===== src/rtl/panel_switches_pkg.sv =====
// Shared definitions for the front-panel switch reader: console command codes
// and the command handshake state encoding.
package panel_switches_pkg;

  localparam logic [1:0] CMD_NONE      = 2'b00;
  localparam logic [1:0] CMD_LOAD_ADDR = 2'b01;
  localparam logic [1:0] CMD_DEPOSIT   = 2'b10;
  localparam logic [1:0] CMD_START     = 2'b11;

  typedef enum logic {
    HS_IDLE = 1'b0,
    HS_PEND = 1'b1
  } hs_state_e;

  // Maps the command-button presses {press[3], press[2]} to a console command.
  function automatic logic [1:0] cmd_code(input logic [1:0] cmd_press);
    logic [1:0] code;
    code = CMD_NONE;
    case (cmd_press)
      2'b01:   code = CMD_LOAD_ADDR;
      2'b10:   code = CMD_DEPOSIT;
      2'b11:   code = CMD_START;
      default: code = CMD_NONE;
    endcase
    return code;
  endfunction

endpackage


===== src/rtl/panel_switches_debounce_bit.sv =====
// Single-bit debouncer: accepts a new level after STABLE consecutive
// differing samples taken on the shared sample tick.
module debounce_bit
  import panel_switches_pkg::*;
#(
  parameter int unsigned STABLE = 4
) (
  input  logic clk,
  input  logic reset,
  input  logic tick,
  input  logic din,
  output logic dout
);

  localparam logic [3:0] STABLE_C = 4'(STABLE);

  logic [3:0] cnt_q, cnt_d;
  logic       lvl_q, lvl_d;

  // A sample matching the current level clears the count, so any bounce
  // back restarts the qualification run.
  always_comb begin
    cnt_d = cnt_q;
    lvl_d = lvl_q;
    if (tick) begin
      if (din == lvl_q) begin
        cnt_d = '0;
      end else if (cnt_q + 4'd1 == STABLE_C) begin
        lvl_d = din;
        cnt_d = '0;
      end else begin
        cnt_d = cnt_q + 4'd1;
      end
    end
  end

  always_ff @(posedge clk) begin
    if (reset) begin
      cnt_q <= '0;
      lvl_q <= 1'b0;
    end else begin
      cnt_q <= cnt_d;
      lvl_q <= lvl_d;
    end
  end

  assign dout = lvl_q;

endmodule


===== src/rtl/panel_switches.sv =====
// Front-panel input reader: synchronises and debounces switches and buttons,
// builds the 16-bit console switch register and issues console commands.
module panel_switches
  import panel_switches_pkg::*;
#(
  parameter int unsigned TICK_DIV = 2048,
  parameter int unsigned STABLE   = 4
) (
  input  logic        clk,
  input  logic        reset,
  input  logic [7:0]  sw,
  input  logic [3:0]  btn,
  output logic [15:0] swr,
  output logic        cmd_valid,
  output logic [1:0]  cmd,
  input  logic        cmd_ack,
  output logic        overrun
);

  localparam int unsigned TW = $clog2(TICK_DIV);

  logic [TW-1:0] tcnt_q;
  logic          tick;
  logic [11:0]   sync1_q, sync2_q, db;
  logic [3:0]    btn_db, btn_prev_q, press_q;
  logic [7:0]    sw_db;
  logic [15:0]   swr_q;
  logic [1:0]    cmd_q, req_code;
  logic          valid_q, overrun_q;
  hs_state_e     state_q;

  assign tick = (tcnt_q == TW'(TICK_DIV - 1));

  always_ff @(posedge clk) begin
    if (reset) begin
      tcnt_q <= '0;
    end else if (tick) begin
      tcnt_q <= '0;
    end else begin
      tcnt_q <= tcnt_q + 1'b1;
    end
  end

  always_ff @(posedge clk) begin
    if (reset) begin
      sync1_q <= '0;
      sync2_q <= '0;
    end else begin
      sync1_q <= {btn, sw};
      sync2_q <= sync1_q;
    end
  end

  for (genvar i = 0; i < 12; i++) begin : g_db
    debounce_bit #(.STABLE(STABLE)) u_db (
      .clk   (clk),
      .reset (reset),
      .tick  (tick),
      .din   (sync2_q[i]),
      .dout  (db[i])
    );
  end

  assign sw_db  = db[7:0];
  assign btn_db = db[11:8];

  always_ff @(posedge clk) begin
    if (reset) begin
      btn_prev_q <= '0;
      press_q    <= '0;
      swr_q      <= '0;
    end else begin
      btn_prev_q <= btn_db;
      press_q    <= btn_db & ~btn_prev_q;
      if (press_q[0]) swr_q[7:0]  <= sw_db;
      if (press_q[1]) swr_q[15:8] <= sw_db;
    end
  end

  assign req_code = cmd_code(press_q[3:2]);

  // A request arriving while PEND is always dropped, even when the ack lands
  // in the same cycle; the CPU sees the slot free only one cycle later.
  always_ff @(posedge clk) begin
    if (reset) begin
      state_q   <= HS_IDLE;
      valid_q   <= 1'b0;
      cmd_q     <= CMD_NONE;
      overrun_q <= 1'b0;
    end else begin
      case (state_q)
        HS_IDLE: begin
          if (req_code != CMD_NONE) begin
            state_q <= HS_PEND;
            valid_q <= 1'b1;
            cmd_q   <= req_code;
          end
        end
        HS_PEND: begin
          if (req_code != CMD_NONE) overrun_q <= 1'b1;
          if (cmd_ack) begin
            state_q <= HS_IDLE;
            valid_q <= 1'b0;
          end
        end
        default: begin
          state_q <= HS_IDLE;
          valid_q <= 1'b0;
        end
      endcase
    end
  end

  assign swr       = swr_q;
  assign cmd_valid = valid_q;
  assign cmd       = cmd_q;
  assign overrun   = overrun_q;

endmodule


===== config.mk =====
export PLATFORM = sky130hd
export DESIGN_NAME = panel_switches
export DESIGN_NICKNAME = d
export VERILOG_FILES = /design/src/rtl/panel_switches_pkg.sv /design/src/rtl/panel_switches_debounce_bit.sv /design/src/rtl/panel_switches.sv
export SDC_FILE = /design/constraint.sdc
export NUM_CORES = 1
export LEC_CHECK = 0
export CORE_MARGIN = 5
export CORE_UTILIZATION = 25
export CTS_CLUSTER_SIZE = 10
export DETAILED_ROUTE_END_ITERATION = 8
export GPL_ROUTABILITY_DRIVEN = 0
export SETUP_SLACK_MARGIN = 0.5
export SYNTH_ARGS = -nofsm -noshare
export SYNTH_HDL_FRONTEND = slang
export SYNTH_SLANG_ARGS = --single-unit

===== constraint.sdc =====
create_clock -name clk -period 2.89 [get_ports clk]
set_input_delay 0.4335 -clock clk [delete_from_list [all_inputs] [get_ports clk]]
set_output_delay 0.4335 -clock clk [all_outputs]
set_load 0.005 [all_outputs]

# ---- Word-level counts from Yosys, hierarchy flattened
# Index checks and enable logic that the tools add are counted.
dict set report word_totals {
  regBits 124
  in_bits 15
  output_inout_bits 20
  wordCells 141
}
dict set report op_classes {
  n_addsub 13
  n_eq_ne 30
  muxes 31
  bitwise_logic 15
  n_reduce_logical 17
}
# op count
set ops {}
lappend ops {{2-to-1 mux 4 bit} 24}
lappend ops {{adder 4 x 1 -> 4 bit (second input constant)} 12}
lappend ops {{== test 4 x 3 -> 1 bit (second input constant)} 12}
lappend ops {{AND reduction 3 bit} 12}
lappend ops {{inverter 1 bit} 13}
lappend ops {{== test 1 bit} 12}
lappend ops {{adder 11 x 1 -> 11 bit (second input constant)} 1}
lappend ops {{== test 11 bit (second input constant)} 1}
lappend ops {{one-hot mux 2 bit (3 select lines)} 1}
lappend ops {{AND reduction 2 bit} 3}
lappend ops {{bitwise AND 4 bit} 1}
lappend ops {{== test 2 bit (second input constant)} 2}
lappend ops {{2-to-1 mux 1 bit} 4}
lappend ops {{!= test 2 bit (second input constant)} 2}
lappend ops {{inverter 4 bit} 1}
lappend ops {{one-hot mux 1 bit (2 select lines)} 2}
lappend ops {{== test 2 x 1 -> 1 bit (second input constant)} 1}
lappend ops {{nonzero test 2 bit} 1}
lappend ops {{OR reduction 2 bit} 1}

# ---- Logic depth before layout (Yosys ltp)
# Gate-level depths: netlist of run 1.
dict set report logic_depth {
  word_depth 5
  ltp_mapped 8
  mapped_depth_nobuf 5
}

# ---- Cells and area by module
# Synthesis of run 1 repeated with hierarchy kept, for this count alone.
dict set report hier_totals {
  hier_cells 527
  area_unflattened_um2 5210.0
}
# module instances cells_per_inst area_each_um2 seq_area_each_um2
set by_module_without_submodules {}
lappend by_module_without_submodules {debounce_bit 12 28 260.2 100.1}
lappend by_module_without_submodules {panel_switches 1 191 2087.0 1281.2}

# ---- Worst setup path after synthesis of run 1
# No wires, ideal clock.
dict set report synth_path {
  path_kind {register -> register}
  start {register tcnt_q[0]}
  end {register g_db[0].u_db.cnt_q[3]}
  setup_time_ns 0.070
  t_arrival_ns 1.985
  required_ns 2.820
  path_slack_ns 0.834
  stages_incl_launch_ff 8
  n_path_buf 2
  synth_period_minus_slack_ns 2.056
  cell_sequence {dfxtp_1 ha_1 nand4_4 or3_1 buf_2 buf_6 or4_1 a21oi_1}
}
dict set report synth_via {
  elab_chain_cells 1
}
# item line
set synth_rtl {}
lappend synth_rtl {{from (decl)} panel_switches.sv:22} ;# logic [TW-1:0] tcnt_q;
lappend synth_rtl {{from (signal assigned)} panel_switches.sv:40} ;# tcnt_q <= tcnt_q + 1'b1;
lappend synth_rtl {{== test 11 bit} panel_switches.sv:32} ;# assign tick = (tcnt_q == TW'(TICK_DIV - 1));
lappend synth_rtl {{to (signal assigned)} panel_switches_debounce_bit.sv:42} ;# cnt_q <= cnt_d;
lappend synth_rtl {{to (decl)} panel_switches_debounce_bit.sv:17} ;# logic [3:0] cnt_q, cnt_d;
# No other way between the ends.
# A chain may end at the register's enable or synchronous reset.

# ---- Worst setup path in the final report of run 1
dict set report layout_path {
  start {register tcnt_q[0]}
  end {register g_db[8].u_db.cnt_q[3]}
}
dict set report layout_via {
  elab_chain_cells 1
}
# item line
set layout_rtl {}
lappend layout_rtl {{== test 11 bit} panel_switches.sv:32}
lappend layout_rtl {{to (signal assigned)} panel_switches_debounce_bit.sv:42}
lappend layout_rtl {{to (decl)} panel_switches_debounce_bit.sv:17}
# No other way between the ends.

==> impl_summary.txt, run 1 <==
----------------------------------------------------
[Run status]
  Outcome ... completed

[Timing]
  Max-slew violations ... 0
  Setup clock skew after layout ... around 7.6 ps
  Worst Max-Slew Pin Slew ... 561 ps
  Achievable clock frequency ... 0.459 GHz
  TNS Setup ... 0 ps
  Post-route minimum period ... 2180 ps
  Max-slew headroom at the worst pin ... roughly 62%
  Post-layout worst setup margin ... 712 ps
  RSZ-0062 raised after global routing ... false
  Final cycle utilization of the critical path ... between 70% and 80%
  Endpoints failing hold ... 0
  Setup-violating endpoint count in the final report ... 0

[Clocking]
  Number of levels in the clock H-tree ... 4
  CTS tree ... built
  # hold bufs at CTS ... 0
  Maximum clock insertion buffer count ... 2
  Total number of clock tree sinks ... 124
  Post-CTS Setup Bufs ... 0
  Worst-Skew Late Latency ... just over 400 ps
  Clock root cell ... sky130_fd_sc_hd__clkbuf_16
  Post-CTS resize count ... 0
  Clock transition at the registers of the reported paths ... 60 ps
  Clock buffers created by TritonCTS ... 17

[Pwr]
  Total power per unit cell area ... 609 mW/mm^2
  Sw Share ... 22.0%
  Sw power ... between 800 and 900 uW
  Static power due to leakage ... 0.00219 uW
  Pint ... ~3000 uW
  Combinational share of power ... under 10%
  Overall power of the completed layout ... 3920 uW
  Share of power burned in registers ... 44.4%
  Worst voltage drop across the vdd grid ... 0.359 mV
  Part of the total power dissipated in the clock network ... 53.4%

[Synth]
  Share of synthesized area occupied by flip-flops and latches ... 47.7%
  Fraction of synthesis flops using an asynchronous set or reset pin ... 0%
  Post-synth top flop ... sky130_fd_sc_hd__dfxtp_1
  Mapped Avg Cell Area ... 9.10 sq um
  Top post-synthesis cells by area ... sky130_fd_sc_hd__dfxtp_1, sky130_fd_sc_hd__a21oi_1, sky130_fd_sc_hd__nor2b_1
  Post-synthesis sequential element count ... 124
  Combined area of all synthesized cells ... 0.00521 sq mm
  EDFF count, synth ... 0
  Number of nets in the synthesized netlist ... 603
  Biggest area consumer among synthesized cells ... sky130_fd_sc_hd__dfxtp_1
  Yosys cell types ... 44
  Synthesized netlist cell count ... approximately 570
  Warning count from the yosys run ... 0
  Area share of the leading cell type in the synthesized netlist ... 47.7%

[Route]
  Overall via count from detail_route ... 4,017
  First-pass detailed-route iteration total ... 4
  Routed WL per cell ... 11.5 um
  DRC errors left ... 0
  Number of vias per cell ... 4.52
  Wire length after detailed routing ... slightly above 10,000 um
  Initial DRC count ... 180
  Post-DRT Antenna Nets ... 0

[Global route]
  Global-route usage over all layers ... 8.75%
  Grt total ovfl ... 0
  First-pass GRT wire length ... 17,300 um
  Vias in the first global route ... roughly 3,700
  Antenna violations before repair ... 0
  Maximum number of pins on one net before global-route repair ... 42

[Critical path]
  Nature of the critical path endpoint ... flop
  Start of the worst register-to-register path ... tcnt_q[0]$_SDFF_PP0_
  CP Launch Type ... flop
  Type of the setup path with the least slack ... reg2reg
  Data required time of the critical path ... 3220 ps
  CP arrival ... 2510 ps
  Biggest fanout along the worst timing path ... 41
  Source of the critical timing path ... tcnt_q[0]$_SDFF_PP0_

[Finish]
  Leading cell types in the layout, fill and taps excluded ... sky130_fd_sc_hd__dfxtp_1, sky130_fd_sc_hd__a21oi_1, sky130_fd_sc_hd__nor2_1, sky130_fd_sc_hd__nand3_1, sky130_fd_sc_hd__o21ai_0
  Area added between synthesis and finish ... 23.6%
  Proportion of layout cells with a drive suffix above 1 ... 7.59%
  Fill cell instance count of the final layout ... 2,095
  Final-stage net count ... 637
  Leading cell type in the layout, fill and taps excluded ... sky130_fd_sc_hd__dfxtp_1
  N_diodes ... 0

[Floorplan]
  Placeable core area ... between 0.02 and 0.025 sq mm
  Die boundary width ... about 150 um
  Effective utilization at floorplan ... 25.6%
  Cell row count ... 52
  Height of the die ... around 150 um
  Area of the die ... 0.0238 sq mm
  Io pins ... 35

[Placement]
  Input/output buffers ... 34
  Worst setup slack after placement ... 537 ps
  Detailed placement HPWL ... 6490 um

[Job]
  Maximum capacitance violations ... 0

[Worst hold path]
  Hold/Removal Path Class ... reg2reg
  Hold wc startpoint ... btn_prev_q[0]$_SDFF_PP0_

----------------------------------------------------
## final timing paths
kind,end,slack [ps],depth (start not counted)
hold reg to reg,press_q[0]$_SDFF_PP0_,380,1
hold / removal,press_q[0]$_SDFF_PP0_,380,1
setup / recovery,g_db[8].u_db.cnt_q[3]$_SDFFE_PP0N_,710,6
setup reg to reg,g_db[8].u_db.cnt_q[3]$_SDFFE_PP0N_,710,6
## logic make-up (layout without fill, tap and decap cells)
group,Yosys count,after routing,share of synthesized area [%]
AND/OR/NAND/NOR,223,223,24.7
multiplexers,18,18,3.51
buffers and inverters,47,94,3.70
adder cells (fa/ha/maj),16,16,3.85
XOR/XNOR,20,20,3.36
AO/OA/AOI/OAI,124,124,13.2
flip-flops,124,124,47.7
## registers in the layout, summed over array words and instances, names as in the netlist
name             count
overrun              1
g_db.u_db.cnt_q     48
tcnt_q              11
press_q              4
btn_prev_q           4
cmd                  2
cmd_valid            1
sync2_q             12
state_q              1
sync1_q             12
swr                 16
g_db.u_db.dout      12
## per-layer routing
layer / share of wire, % / global-route usage [%] / vias to the layer above
met4: 1.1 / 2.90 / 0
met5: 0 / 0 / -
li1: - / - / 2105
met2: 49 / 14.6 / 35
met1: 48 / 10.5 / 1870
met3: 2.4 / 3.13 / 7
## worst max-delay path: stages, from the launching register on
cell and delay (ps):
sky130_fd_sc_hd__dfxtp_1 380, sky130_fd_sc_hd__ha_2 240, sky130_fd_sc_hd__nand4_4 170, sky130_fd_sc_hd__or3_4 430
sky130_fd_sc_hd__buf_6 200, sky130_fd_sc_hd__or4_1 520, sky130_fd_sc_hd__a21oi_1 140
## power by group through the flow
| stage | logic (uW) | clock network (uW) | registers, uW |
|---|---|---|---|
| floorplan | 54.7 | 0 | 1770 |
| global placement | 88.1 | 0 | 1780 |
| detailed placement | 87.5 | 0 | 1780 |
| CTS | 88.2 | 2160 | 1740 |
| global route | 97.2 | 2250 | 1740 |
| finish | 86.3 | 2100 | 1740 |
## Yosys cell counts (all sizes together) (14+ instances only)
cell type  number
a21oi          58
or4            22
dfxtp         124
ha             16
inv            22
nand2          31
o21ai          39
xnor2          18
nor2           39
clkbuf         22
a31oi          15
nor3b          18
nand3          39
nand3b         14
mux2i          16
nor2b          35
## area by class of cell
cell class | count | area, sq um | share of cell area, %
multi-input cells | 401 | 2550 | 39.7
flip-flops and latches | 124 | 2480 | 38.6
clock buffers | 18 | 429 | 6.67
repair buffers | 40 | 394 | 6.12
well taps | 270 | 338 | 5.25
clock inverters | 14 | 159 | 2.47
inverters | 22 | 82.6 | 1.28
## per-stage QoR
| stage | hold WS [ps] | cell area, sq um | std cells | util [%] |
|---|---|---|---|---|
| 2_1_floorplan | 367 | 5210 | 572 | - |
| 3_3_place_gp | 372 | 5830 | 857 | 28.6 |
| 3_5_place_dp | 372 | 5830 | 857 | 28.6 |
| 4_1_cts | 381 | 6420 | 889 | 31.5 |
| 5_1_grt | 395 | 6440 | 889 | 31.6 |
| 6_report | 380 | 6440 | 889 | 31.6 |
No activity file was read; power rests on OpenSTA's default activity.
==> run 2: changes to the inputs <==
==> constraint.sdc (replaced) <==
create_clock -name clk -period 2.2 [get_ports clk]
set_input_delay 0.33 -clock clk [delete_from_list [all_inputs] [get_ports clk]]
set_output_delay 0.33 -clock clk [all_outputs]
set_load 0.005 [all_outputs]
==> impl_summary.txt, run 2 (same netlist as run 1, synthesis figures left out) <==
----------------------------------------------------
[Critical path]
  Buffers plus inverters on the worst setup path ... 1 (unchanged)
  Nature of the critical path endpoint ... flop
  Type of the setup path with the least slack ... reg2reg
  CP arrival ... 2250 ps (-260 ps)
  Sequence of cells on the critical path ... ha_4, nand4_4, or3_4, buf_12, or4_1, a21oi_2
  Biggest fanout along the worst timing path ... 14 (-66%)
  Crit path max-delay family ... simple AND/OR/NAND/NOR gates
  Data required time of the critical path ... 2550 ps (-670 ps)
  Critical Path Max Stage Delay ... 540 ps (+20 ps)
  Slowest cell on the critical path ... sky130_fd_sc_hd__or4_1
  CP Launch Type ... flop

[Timing]
  Final cycle utilization of the critical path ... 86.2% (+11 points)
  Setup clock skew after layout ... 8.47 ps (+0.887 ps)
  Post-route minimum period ... 1900 ps (-282 ps)
  Endpoints failing hold ... 0 (unchanged)
  Post-layout worst setup margin ... 304 ps (-408 ps)
  RSZ-0062 raised after global routing ... true
  Worst Max-Slew Pin Slew ... 728 ps (+167 ps)
  Max-slew violations ... 0 (unchanged)
  TNS Setup ... 0 ps (unchanged)
  Max-slew headroom at the worst pin ... 51.4% (-11 points)
  Achievable clock frequency ... 0.527 GHz (+15%)
  Setup-violating endpoint count in the final report ... 0 (unchanged)

[Placement]
  Detailed placement HPWL ... 6800 um (+4.8%)
  Input/output buffers ... 34 (unchanged)
  Worst setup slack after placement ... 152 ps (-385 ps)

[Worst hold path]
  Hold/Removal Path Class ... in2reg

[Route]
  First-pass detailed-route iteration total ... 4 (unchanged)
  Overall via count from detail_route ... 4,317 (+7.5%)
  DRC errors left ... 0 (unchanged)
  Number of vias per cell ... 4.73 (+4.8%)
  Initial DRC count ... 232 (+29%)
  Wire length after detailed routing ... 12,200 um (+20%)
  Routed WL per cell ... 13.4 um (+17%)
  Post-DRT Antenna Nets ... 0 (unchanged)

[Pwr]
  Total power per unit cell area ... 744 mW/mm^2 (+22%)
  Worst voltage drop across the vdd grid ... 0.469 mV (+30%)
  Static power due to leakage ... 0.00245 uW (+12%)

[Floorplan]
  Placeable core area ... 0.0204 sq mm (unchanged)
  Cell row count ... 52 (unchanged)
  Io pins ... 35 (unchanged)
  Effective utilization at floorplan ... 25.6% (unchanged)
  Area of the die ... 0.0238 sq mm (unchanged)
  Die boundary width ... 154 um (unchanged)
  Height of the die ... 154 um (unchanged)

[Clocking]
  Maximum clock insertion buffer count ... 2 (unchanged)
  Total number of clock tree sinks ... 124 (unchanged)
  CTS tree ... built
  Clock transition at the registers of the reported paths ... 60 ps (about the same)
  Worst-Skew Late Latency ... 420 ps (about the same)
  Clock root cell ... sky130_fd_sc_hd__clkbuf_16
  Number of levels in the clock H-tree ... 4 (unchanged)
  # hold bufs at CTS ... 0 (unchanged)
  Clock buffers created by TritonCTS ... 17 (unchanged)

[Global route]
  Global-route usage over all layers ... 9.84% (+1.1 points)
  Grt total ovfl ... 0 (unchanged)
  Maximum number of pins on one net before global-route repair ... 44 (+4.8%)
  Antenna violations before repair ... 0 (unchanged)
  First-pass GRT wire length ... 19,000 um (+9.8%)
  Vias in the first global route ... 3,956 (+6.0%)

[Finish]
  Area taken by multi-input logic gates ... 0.00280 sq mm (+9.6%)
  Most flops, register ... g_db.u_db.cnt_q
  N_diodes ... 0 (unchanged)
  Final-stage net count ... 660 (+3.6%)
  Leading cell type in the layout, fill and taps excluded ... sky130_fd_sc_hd__dfxtp_1
  Seq. cell area ... 0.00249 sq mm (+0.30%)
  Area added between synthesis and finish ... 35.1%
  Leading cell types in the layout, fill and taps excluded ... sky130_fd_sc_hd__dfxtp_1, sky130_fd_sc_hd__a21oi_1, sky130_fd_sc_hd__nand3_1, sky130_fd_sc_hd__nor2_1, sky130_fd_sc_hd__nor2b_1
  Proportion of layout cells with a drive suffix above 1 ... 18.7% (+11 points)
  Max FFs per register ... 48 (unchanged)
  Fill cell instance count of the final layout ... 2,053 (-2.0%)

[Run status]
  Outcome ... completed

[Job]
  Maximum capacitance violations ... 0 (unchanged)

----------------------------------------------------
==> run 2: area by class of cell <==
type                            count  area share [%]
Clock inverter                     11            2.05
Multi-Input combinational cell    401            39.8
Inverter                           22            1.17
Clock buffer                       21            6.40
Tap cell                          270            4.80
Sequential cell                   124            35.4
Timing Repair Buffer               63            10.4
==> run 2: worst reg2reg max path, delay by kind of cell (launching register included) <==
| kind | cells | cell delay [ps] |
|---|---|---|
| buffers and inverters | 1 | 170 |
| AO/OA/AOI/OAI | 1 | 130 |
| adder cells (fa/ha/maj) | 1 | 150 |
| flip-flops | 1 | 360 |
| AND/OR/NAND/NOR | 3 | 1030 |
==> run 2: metal layers <==
layer	vias up	track usage (%)	part of all wire (%)	wire [um]
met3	13	3.55	3.2	385
met5	-	0	0	0
met2	66	15.8	47	5770
met1	2077	12.2	48	5890
li1	2161	-	-	-
met4	0	3.66	1.4	172
==> run 2: path summary, 6_finish.rpt <==
kind                                 start                                 end  slack [ps]  depth (start not counted)
setup / recovery      tcnt_q[1]$_SDFF_PP0_  g_db[5].u_db.cnt_q[0]$_SDFFE_PP0N_         300                          6
setup reg to reg      tcnt_q[1]$_SDFF_PP0_  g_db[5].u_db.cnt_q[0]$_SDFFE_PP0N_         300                          6
hold / removal                       reset                 cmd[0]$_SDFFE_PP0P_         310                          2
hold reg to reg   btn_prev_q[2]$_SDFF_PP0_               press_q[2]$_SDFF_PP0_         370                          1
==> run 2: timing repair <==
action                     in CTS  in global routing
pin swaps                       3                 29
hold endpoints to repair        0                  0
gates resized for setup        32                 67
cloned                          3                  4
buffers inserted                6                  6
setup endpoints to repair      43                 64
==> run 2: metrics by stage <==
stage,hold slack [ps],instance area [sq um],total power [uW],instances,utilization (%)
2_1_floorplan,367,5230,2410,572,-
3_3_place_gp,371,5890,2450,861,28.9
3_5_place_dp,372,5890,2450,861,28.9
4_1_cts,297,6700,5280,902,32.9
5_1_grt,334,7030,5420,912,34.5
6_report,312,7030,5230,912,34.5
==> run 2: power by group <==
group / switching [uW] / internal [uW]
clock: 1010 / 1810
sequential: 14.3 / 2270
combinational: 72.2 / 58.6
==> run 3: changes to the inputs <==
--- a/config.mk
+++ b/config.mk
@@ -10,6 +10,7 @@
 export CTS_CLUSTER_SIZE = 10
 export DETAILED_ROUTE_END_ITERATION = 8
 export GPL_ROUTABILITY_DRIVEN = 0
+export PLACE_DENSITY = 0.4
 export SETUP_SLACK_MARGIN = 0.5
 export SYNTH_ARGS = -nofsm -noshare
 export SYNTH_HDL_FRONTEND = slang
==> constraint.sdc (replaced) <==
create_clock -name clk -period 1.8 [get_ports clk]
set_input_delay 0.27 -clock clk [delete_from_list [all_inputs] [get_ports clk]]
set_output_delay 0.27 -clock clk [all_outputs]
set_load 0.005 [all_outputs]
==> impl_summary.txt, run 3 (same netlist as run 1, synthesis figures left out) <==
----------------------------------------------------
[Clocking]
  Worst-Skew Late Latency ... 420 ps (about the same)
  Number of levels in the clock H-tree ... 4 (unchanged)
  Clock buffers created by TritonCTS ... 17 (unchanged)
  # hold bufs at CTS ... 0 (unchanged)
  CTS tree ... built
  Maximum clock insertion buffer count ... 2 (unchanged)
  Clock root cell ... sky130_fd_sc_hd__clkbuf_16
  Total number of clock tree sinks ... 124 (unchanged)
  Clock transition at the registers of the reported paths ... 60 ps (about the same)

[Pwr]
  Total power per unit cell area ... 940 mW/mm^2 (+26%)
  Sw Share ... 22.3% (+1.4 points)
  Worst voltage drop across the vdd grid ... 0.534 mV (+14%)
  Pint ... 5060 uW (+22%)
  Static power due to leakage ... 0.00247 uW (+0.73%)
  Combinational share of power ... 2.5% (about the same)
  Overall power of the completed layout ... 6520 uW (+25%)
  Sw power ... 1460 uW (+33%)
  Part of the total power dissipated in the clock network ... 54.6% (+0.8 points)
  Share of power burned in registers ... 42.9% (-0.8 points)

[Finish]
  Leading cell types in the layout, fill and taps excluded ... sky130_fd_sc_hd__dfxtp_1, sky130_fd_sc_hd__a21oi_1, sky130_fd_sc_hd__nor2_1, sky130_fd_sc_hd__nand3_1, sky130_fd_sc_hd__nor2b_1
  Max FFs per register ... 48 (unchanged)
  N_diodes ... 0 (unchanged)
  Leading cell type in the layout, fill and taps excluded ... sky130_fd_sc_hd__dfxtp_1
  Cell area after layout ... 0.00694 sq mm (-1.4%)
  Most flops, register ... g_db.u_db.cnt_q
  Proportion of layout cells with a drive suffix above 1 ... 20.1% (+1.4 points)
  Area added between synthesis and finish ... 33.2%
  Final-stage net count ... 670 (+1.5%)
  Utilization after layout ... 34.1% (-0.48 points)

[Global route]
  Vias in the first global route ... 4,051 (+2.4%)
  Global-route usage over all layers ... 10.5% (+0.65 points)
  Grt total ovfl ... 0 (unchanged)
  First-pass GRT wire length ... 20,200 um (+5.9%)
  Maximum number of pins on one net before global-route repair ... 26 (-41%)
  Antenna violations before repair ... 0 (unchanged)

[Placement]
  Detailed placement HPWL ... 7810 um (+15%)
  Input/output buffers ... 34 (unchanged)
  Area after detailed placement ... 0.00606 sq mm (+3.0%)
  Worst setup slack after placement ... -205 ps (-357 ps)

[Timing]
  Final cycle utilization of the critical path ... 104% (+18 points)
  RSZ-0062 raised after global routing ... true
  Max-slew violations ... 0 (unchanged)
  Achievable clock frequency ... 0.535 GHz (+1.4%)
  Post-route minimum period ... 1870 ps (-27.0 ps)
  Setup clock skew after layout ... 6.84 ps (-1.63 ps)
  Worst Max-Slew Pin Slew ... 520 ps (-208 ps)
  Setup-violating endpoint count in the final report ... 17 (+17)
  TNS Setup ... -540 ps (-540 ps)
  Post-layout worst setup margin ... -68.8 ps (-373 ps)
  Endpoints failing hold ... 0 (unchanged)
  Max-slew headroom at the worst pin ... 65.3% (+14 points)

[Floorplan]
  Height of the die ... 154 um (unchanged)
  Cell row count ... 52 (unchanged)
  Effective utilization at floorplan ... 25.6% (unchanged)
  Placeable core area ... 0.0204 sq mm (unchanged)
  Io pins ... 35 (unchanged)
  Area of the die ... 0.0238 sq mm (unchanged)
  Die boundary width ... 154 um (unchanged)

[Critical path]
  Data required time of the critical path ... 2150 ps (-400 ps)
  CP arrival ... 2220 ps (-30 ps)
  Biggest fanout along the worst timing path ... 24 (+10)
  Slowest cell on the critical path ... sky130_fd_sc_hd__or4_1
  CP Launch Type ... flop
  Nature of the critical path endpoint ... flop
  Type of the setup path with the least slack ... reg2reg
  Critical Path Max Stage Delay ... 510 ps (-30 ps)
  Sequence of cells on the critical path ... ha_4, nand4_4, or3_4, buf_12, or4_1, a21oi_1

[Route]
  First-pass detailed-route iteration total ... 4 (unchanged)
  Routed WL per cell ... 13.3 um (-0.73%)
  DRC errors left ... 0 (unchanged)
  Post-DRT Antenna Nets ... 0 (unchanged)
  Wire length after detailed routing ... 12,300 um (+0.36%)
  Overall via count from detail_route ... 4,327 (+0.23%)
  Number of vias per cell ... 4.69 (-0.86%)
  Initial DRC count ... 190 (-18%)

[Job]
  Maximum capacitance violations ... 0 (unchanged)

[Run status]
  Violations in the final reports ... setup timing
  Outcome ... complete, but fails checks

[Worst hold path]
  Hold/Removal Path Class ... in2reg

----------------------------------------------------
[run 3: changes by cell type in the layout (fill, tap and decap cells not counted), moves of 5 or more]
cell	before	now
sky130_fd_sc_hd__dfxtp_2	3	10
sky130_fd_sc_hd__clkdlybuf4s15_1	0	12
sky130_fd_sc_hd__clkdlybuf4s50_1	33	13
sky130_fd_sc_hd__nand2_1	23	28
sky130_fd_sc_hd__buf_4	15	32
sky130_fd_sc_hd__dfxtp_1	120	114
sky130_fd_sc_hd__inv_6	0	5
sky130_fd_sc_hd__dlygate4sd2_1	0	8
[run 3: what timing repair did]
| action | in CTS | in global routing |
|---|---|---|
| endpoints found under the setup margin | 89 | 84 |
| gates resized for setup | 57 | 51 |
| endpoints found under the hold margin | 0 | 0 |
| gates cloned | 2 | 1 |
| pin swaps | 0 | 3 |
| buffers inserted | 2 | 2 |
[run 3: through the flow]
stage                     hold WS (ps)  std cells
final                              231        922
after global routing               232        922
after CTS                          211        919
after detailed placement           376        883
after global placement             373        883
after floorplan                    367        572
[run 3: final timing paths]
path,depth (start not counted),slack [ps],start,end
worst max-delay path,6,-70,tcnt_q[1]$_SDFF_PP0_,g_db[4].u_db.cnt_q[0]$_SDFFE_PP0N_
worst min-delay path,2,230,reset,sync1_q[11]$_SDFF_PP0_
worst max register to register,6,-70,tcnt_q[1]$_SDFF_PP0_,g_db[4].u_db.cnt_q[0]$_SDFFE_PP0N_
worst min register to register,1,380,btn_prev_q[0]$_SDFF_PP0_,press_q[0]$_SDFF_PP0_
[run 3: worst max-delay path: cells and delay by family (launching register included)]
kind,cells,cell delay [ps]
simple gates,3,970
compound gates,1,130
buf+inv,1,180
fa+ha+maj,1,150
flops,1,350
[run 3: final cells by class]
class                           instances  area (sq um)
Clock buffer                           18           429
Clock inverter                         14           184
Fill cell                            2046         13400
Inverter                               22          82.6
Multi-Input combinational cell        401          2740
Sequential cell                       124          2490
Tap cell                              270           338
Timing Repair Buffer                   73           672
[run 3: layer usage]
| metal | up-vias | part of all wire (%) | global-route usage, % |
|---|---|---|---|
| met3 | 19 | 4.7 | 2.71 |
| met2 | 86 | 44 | 15.5 |
| met4 | 0 | 1.9 | 5.26 |
| met5 | - | 0 | 0 |
| li1 | 2176 | - | - |
| met1 | 2046 | 49 | 14.2 |
[run 3: power groups by stage]
stage	sequential, uW	clock, uW	combinational, uW
global route	2800	3830	185
CTS	2790	3690	166
global placement	2850	0	162
floorplan	2850	0	91.1
finish	2790	3560	166
detailed placement	2850	0	162
